==> config.mk <==
export PLATFORM = sky130hd
export DESIGN_NAME = mul_cpa_pipe
export DESIGN_NICKNAME = d
export VERILOG_FILES = /design/src/rtl/mul_tc_pkg.sv /design/src/rtl/add_rca_16.sv /design/src/rtl/mul_cpa_pipe.sv
export SDC_FILE = /design/constraint.sdc
export NUM_CORES = 1
export LEC_CHECK = 0
export ABC_CLOCK_PERIOD_IN_PS = 6800
export BUFFER_PORTS_ARGS = -buffer_cell sky130_fd_sc_hd__buf_2
export CORE_MARGIN = 8
export CORE_UTILIZATION = 47
export CTS_CLUSTER_SIZE = 40
export DETAILED_ROUTE_END_ITERATION = 6
export PLACE_DENSITY = 0.74
export SYNTH_ARGS = -nofsm -noshare
export SYNTH_HDL_FRONTEND = slang
export SYNTH_SLANG_ARGS = --single-unit
==> constraint.sdc <==
create_clock -name clk -period 6.8 [get_ports clk]
set_input_delay 0.34 -clock clk [delete_from_list [all_inputs] [get_ports clk]]
set_output_delay 0.34 -clock clk [all_outputs]
set_load 0.01 [all_outputs]
==> src/rtl/mul_tc_pkg.sv <==
// ---------------------------------------------------------------------------
// mul_tc_pkg
// Shared definitions for the 16x16 two's-complement multiplier datapath
// (carry-save reduction and final carry-propagate stage).
//   PROD_W : product / redundant-vector width
//   LO_W   : width of the low-half adder in the CPA pipeline
//   prod_t : full product word
//   half_t : half-word handled by one 16-bit ripple adder
//   fa()   : full-adder cell, returns {carry, sum}
// ---------------------------------------------------------------------------
package mul_tc_pkg;

  localparam int PROD_W = 32;
  localparam int LO_W   = 16;
  localparam int HI_W   = PROD_W - LO_W;

  typedef logic [PROD_W-1:0] prod_t;
  typedef logic [LO_W-1:0]   half_t;

  // Full-adder cell: {carry_out, sum}
  function automatic logic [1:0] fa(input logic a, input logic b, input logic ci);
    fa = {(a & b) | (a & ci) | (b & ci), a ^ b ^ ci};
  endfunction

endpackage

==> src/rtl/add_rca_16.sv <==
// ---------------------------------------------------------------------------
// add_rca_16
// 16-bit ripple-carry adder built from the shared full-adder cell.
// Ports:
//   a, b : addends (16 bits)
//   cin  : carry in
//   sum  : a + b + cin, low 16 bits
//   cout : carry out of bit 15
// ---------------------------------------------------------------------------
module add_rca_16
  import mul_tc_pkg::*;
(
  input  logic [LO_W-1:0] a,
  input  logic [LO_W-1:0] b,
  input  logic            cin,
  output logic [LO_W-1:0] sum,
  output logic            cout
);

  logic [LO_W:0] carry;

  assign carry[0] = cin;

  for (genvar i = 0; i < LO_W; i++) begin : g_bit
    assign {carry[i+1], sum[i]} = fa(a[i], b[i], carry[i]);
  end

  assign cout = carry[LO_W];

endmodule

==> src/rtl/mul_cpa_pipe.sv <==
// ---------------------------------------------------------------------------
// mul_cpa_pipe
// Final carry-propagate stage of the 16x16 two's-complement multiplier.
// Resolves the last carry-save pair into product = s_in + (c_in << 1)
// mod 2^PROD_W through a two-stage pipeline split at bit LO_W.
// Stage 1 adds the low half and captures the high-half operands; stage 2
// adds the high half with the stage-1 carry and registers the product.
//
// Ports:
//   clk, rst_n : rising-edge clock, asynchronous active-low reset
//   in_valid   : s_in/c_in valid
//   in_ready   : block accepts this cycle (combinational, no bubble)
//   s_in       : CSA sum vector
//   c_in       : CSA carry vector, unshifted (bit i weighs 2^(i+1))
//   out_valid  : product valid
//   out_ready  : downstream accepts
//   product    : registered result, held while stalled
//   done_cnt   : (only with MUL_CPA_STATS_EN) saturating count of
//                completed output transfers
//
// Optional feature macro: MUL_CPA_STATS_EN
// ---------------------------------------------------------------------------
module mul_cpa_pipe
  import mul_tc_pkg::*;
(
  input  logic              clk,
  input  logic              rst_n,
  input  logic              in_valid,
  output logic              in_ready,
  input  logic [PROD_W-1:0] s_in,
  input  logic [PROD_W-1:0] c_in,
  output logic              out_valid,
  input  logic              out_ready,
  output logic [PROD_W-1:0] product
`ifdef MUL_CPA_STATS_EN
  ,
  output logic [15:0]       done_cnt
`endif
);

  // Pipeline state
  logic  v1;
  logic  v2;
  half_t lo_sum;
  logic  lo_cout;
  half_t hi_s;
  half_t hi_c;

  // Combinational datapath / handshake
  prod_t c_sh;
  half_t lo_sum_nxt;
  logic  lo_cout_nxt;
  half_t hi_sum_nxt;
  logic  unused_hi_cout;
  logic  unused_bits;
  logic  accept;
  logic  adv2;

  // The carry MSB falls off the top after the shift (mod 2^PROD_W).
  assign c_sh = {c_in[PROD_W-2:0], 1'b0};

  assign adv2     = v1 & (~v2 | out_ready);
  assign in_ready = ~v1 | adv2;
  assign accept   = in_valid & in_ready;
  assign out_valid = v2;

  // Discarded bits collected so they are visibly consumed.
  assign unused_bits = ^{c_in[PROD_W-1], unused_hi_cout};

  add_rca_16 u_add_lo (
    .a    (s_in[LO_W-1:0]),
    .b    (c_sh[LO_W-1:0]),
    .cin  (1'b0),
    .sum  (lo_sum_nxt),
    .cout (lo_cout_nxt)
  );

  add_rca_16 u_add_hi (
    .a    (hi_s),
    .b    (hi_c),
    .cin  (lo_cout),
    .sum  (hi_sum_nxt),
    .cout (unused_hi_cout)
  );

  // Valid flags: a simultaneous accept and advance keeps v1 set with new data.
  always_ff @(posedge clk or negedge rst_n) begin
    if (!rst_n) begin
      v1 <= 1'b0;
      v2 <= 1'b0;
    end else begin
      if (accept) begin
        v1 <= 1'b1;
      end else if (adv2) begin
        v1 <= 1'b0;
      end else begin
        v1 <= v1;
      end

      if (adv2) begin
        v2 <= 1'b1;
      end else if (out_ready) begin
        v2 <= 1'b0;
      end else begin
        v2 <= v2;
      end
    end
  end

  // Stage-1 data: loads only on accept so idle inputs never toggle state.
  always_ff @(posedge clk or negedge rst_n) begin
    if (!rst_n) begin
      lo_sum  <= {LO_W{1'b0}};
      lo_cout <= 1'b0;
      hi_s    <= {LO_W{1'b0}};
      hi_c    <= {LO_W{1'b0}};
    end else if (accept) begin
      lo_sum  <= lo_sum_nxt;
      lo_cout <= lo_cout_nxt;
      hi_s    <= s_in[PROD_W-1:LO_W];
      hi_c    <= c_sh[PROD_W-1:LO_W];
    end else begin
      lo_sum  <= lo_sum;
      lo_cout <= lo_cout;
      hi_s    <= hi_s;
      hi_c    <= hi_c;
    end
  end

  // Stage-2 product register: holds value while the consumer stalls.
  always_ff @(posedge clk or negedge rst_n) begin
    if (!rst_n) begin
      product <= {PROD_W{1'b0}};
    end else if (adv2) begin
      product <= {hi_sum_nxt, lo_sum};
    end else begin
      product <= product;
    end
  end

`ifdef MUL_CPA_STATS_EN
  // Completed-transfer counter, saturating at all-ones.
  always_ff @(posedge clk or negedge rst_n) begin
    if (!rst_n) begin
      done_cnt <= 16'h0000;
    end else if (v2 && out_ready && (done_cnt != 16'hFFFF)) begin
      done_cnt <= done_cnt + 16'h0001;
    end else begin
      done_cnt <= done_cnt;
    end
  end
`endif

endmodule

==> reports/qor.yml <==
status:
  status: "finished, final reports clean"
timing:
  worstMarginPinSlew_ns: 1.027
  post-route-period-util_pct: 96.67
  max_slew_margin_pct: 31.53
  fin_hold_ws_ns: 0.1604
  fin_skew_ns: 0.009077
  setup_tns_ns: 0
  rsz0062_at_grt: "false"
  setup_viol: 0
  period_minus_slack_ns: 6.574
  layout_setup_ws_ns: 0.2262
  fmax_mhz: 152.1
  hold_viol: 0
  drv_slew: 0
placement:
  port_buffers: 100
  preCtsSetupSlack_ns: -0.1524
  routabilityCongestion: 0.6944
  dpl.hpwl_um: 5312
clocking:
  cts_setup_buffers: 0
  cts.reportedPaths.clkPinSlew_ns: 0.08
  htreeDepth: 3
  cts.path.max_buffers: 2
  postCtsHoldBufs: 0
  numCtsBuffers: 9
  cts.sinks: 83
  clk_latency_ns: 0.34
  clock-root-buffer: "clkbuf_8"
  tritoncts: "done"
synthesis:
  synth-xor-area-share_pct: 0.4639
  synth_top_area_cell: "dfrtp_1"
  ys_types: 14
  syn_nets: 317
  ys_ff_latch: 83
  avgSynthCellArea_um2: 17.24
  synth-adder-area-share_pct: 15.71
  synth_compound_area_share_pct: 0
  ys_warn_count: 0
  synth_top_family_by_area: "multiplexers"
  ys_top_cells_by_area: "dfrtp_1 55%, mux2_2 21%, fa_1 15%"
  syn_area_um2: 3776
  seq_area_frac_synth_pct: 55.00
  synthCells: 219
  synth_mux_area_share_pct: 24.85
  yosysTopAreaCellShare_pct: 55.00
  yosys.area_share.simple_pct: 1.292
layout:
  final_core_util_pct: 58.88
  drive_above_1_share_pct: 62.12
  diodes: 0
  final_cell_mix: "99 x buf_2, 83 x dfrtp_1, 70 x mux2_2, 22 x fa_1, 10 x clkbuf_8"
  nets: 423
  layout_commonest_cell: "buf_2"
  area_growth_syn_to_layout_pct: 21.11
  n_fill_cell: 661
global_route:
  antenna_found_initial: 1
  grt_max_degree: 84
  grt.total_usage_pct: 12.87
  grt_overflow_total: 0
  grt_pass1_wl_um: 11500
  grt_pass1_vias: 2449
power:
  p_switching_uw: 437.8
  irDropWorstVdd_mv: 0.1638
  clkPwrFrac_pct: 23.1
  seqPwrFrac_pct: 47.7
  switching_share_pct: 29.27
  p_int_mw: 1.058
  leakagePower_nw: 2.140
  power.total_mw: 1.495
  p_per_area_nw_per_um2: 327.0
  combinationalPowerShare_pct: 29.2
setup_path:
  start_kind: "flop"
  worstPathArrival_ns: 6.79
  critPathMaxFanout: 2
  required_ns: 7.02
  end_kind: "flop"
  worst-setup-path-type: "reg2reg"
floorplan:
  coreArea_um2: 7767
  die-area_um2: 11160
  rows: 32
  die_w_um: 105.6
  io_pins: 102
  start_util_pct: 48.61
  die_h_um: 105.6
hold_path:
  holdCritPathClass: "in2async"
detailed_routing:
  first_pass_iters: 3
  via_per_inst: 4.840
  ant_nets: 0
  wire_per_inst_um: 16.10
  finalWirelength_um: 6955
  post-route-drc-count: 0
  drt_iter0_drc: 25
  vias: 2091
flow_run:
  cap_viol_max_count: 0
logic make-up (layout without fill, tap and decap cells):
family        Yosys count  count (layout)
buf+inv                17             128
flops                  83              83
simple gates            6               6
xor+xnor                2               2
mux                    81              81
fa+ha+maj              30              30
stage by stage:
step	cell area [um^2]	std cells
2_1_floorplan	3776	219
3_3_place_gp	4362	416
3_5_place_dp	4362	416
4_1_cts	4563	432
5_1_grt	4573	432
6_report	4573	432
metal layers:
| metal | wire [um] | global-route usage, % | share of wire (%) |
|---|---|---|---|
| met5 | 8 | 0 | 0.12 |
| met4 | 98 | 5.427 | 1.4 |
| met3 | 340 | 3.410 | 4.9 |
| met2 | 3713 | 22.53 | 53 |
| met1 | 2794 | 14.56 | 40 |
critical path, stage by stage, from the launching register on:
cell and delay [ns]:
dfrtp_1 0.39, inv_1 0.08, fa_1 0.16, inv_1 0.05, fa_1 0.39, fa_2 0.37, fa_2 0.41, fa_1 0.39
fa_2 0.36, fa_2 0.37, fa_2 0.35, fa_1 0.38, fa_1 0.39, fa_1 0.38, fa_1 0.39, fa_2 0.35
fa_2 0.35, fa_1 0.38, xnor2_1 0.14, xnor2_1 0.12, mux2_2 0.25
what timing repair did:
item	CTS	global route
cloned	0	0
setup endpoints to repair	1	1
hold endpoints to repair	0	0
pin swaps	0	0
gates resized for setup	3	4
layout make-up:
| cell class | instances | area [um^2] | share of cell area, % |
|---|---|---|---|
| inverter | 9 | 33.78 | 0.7387 |
| clock inverter | 5 | 52.55 | 1.149 |
| timing repair buffer | 103 | 525.5 | 11.49 |
| clock buffer | 11 | 141.4 | 3.092 |
| sequential | 83 | 2077 | 45.42 |
| multi-input combinational | 119 | 1615 | 35.32 |
| tap | 102 | 127.6 | 2.791 |
path summary, 6_finish.rpt:
| path | startpoint | endpoint | slack (ns) | cells after the start |
|---|---|---|---|---|
| max | hi_s[0] | product[31] | 0.23 | 20 |
| min | rst_n | product[12] | 0.16 | 1 |
| max reg2reg | hi_s[0] | product[31] | 0.23 | 20 |
| min reg2reg | lo_sum[5] | product[5] | 0.50 | 1 |
| max in group asynchronous | rst_n | product[28] | 5.96 | 1 |
| min in group clk | s_in[19] | hi_s[3] | 0.23 | 2 |
sequential cells by signal, indices dropped and copies added, names as in the netlist:
| signal | count |
|---|---|
| v1 | 1 |
| hi_c | 16 |
| hi_s | 16 |
| lo_cout | 1 |
| lo_sum | 16 |
| product | 32 |
| out_valid | 1 |
cells in the mapped netlist (all sizes together):
library cell / number
dfrtp: 83
mux2: 78
fa: 29
inv: 9
buf: 8
mux2i: 3
nand2b: 3
nand2: 2
xnor2: 2
ha: 1
nand3b: 1
power groups by stage:
stage          combinational [mW]  clock [mW]  sequential [mW]
3_5_place_dp                0.447           0            0.724
2_1_floorplan               0.227           0            0.755
5_1_grt                     0.488       0.377            0.733
6_report                    0.436       0.346            0.714
4_1_cts                     0.449       0.357            0.715
3_3_place_gp                0.431           0            0.718
(Power assumes the default switching activity.)
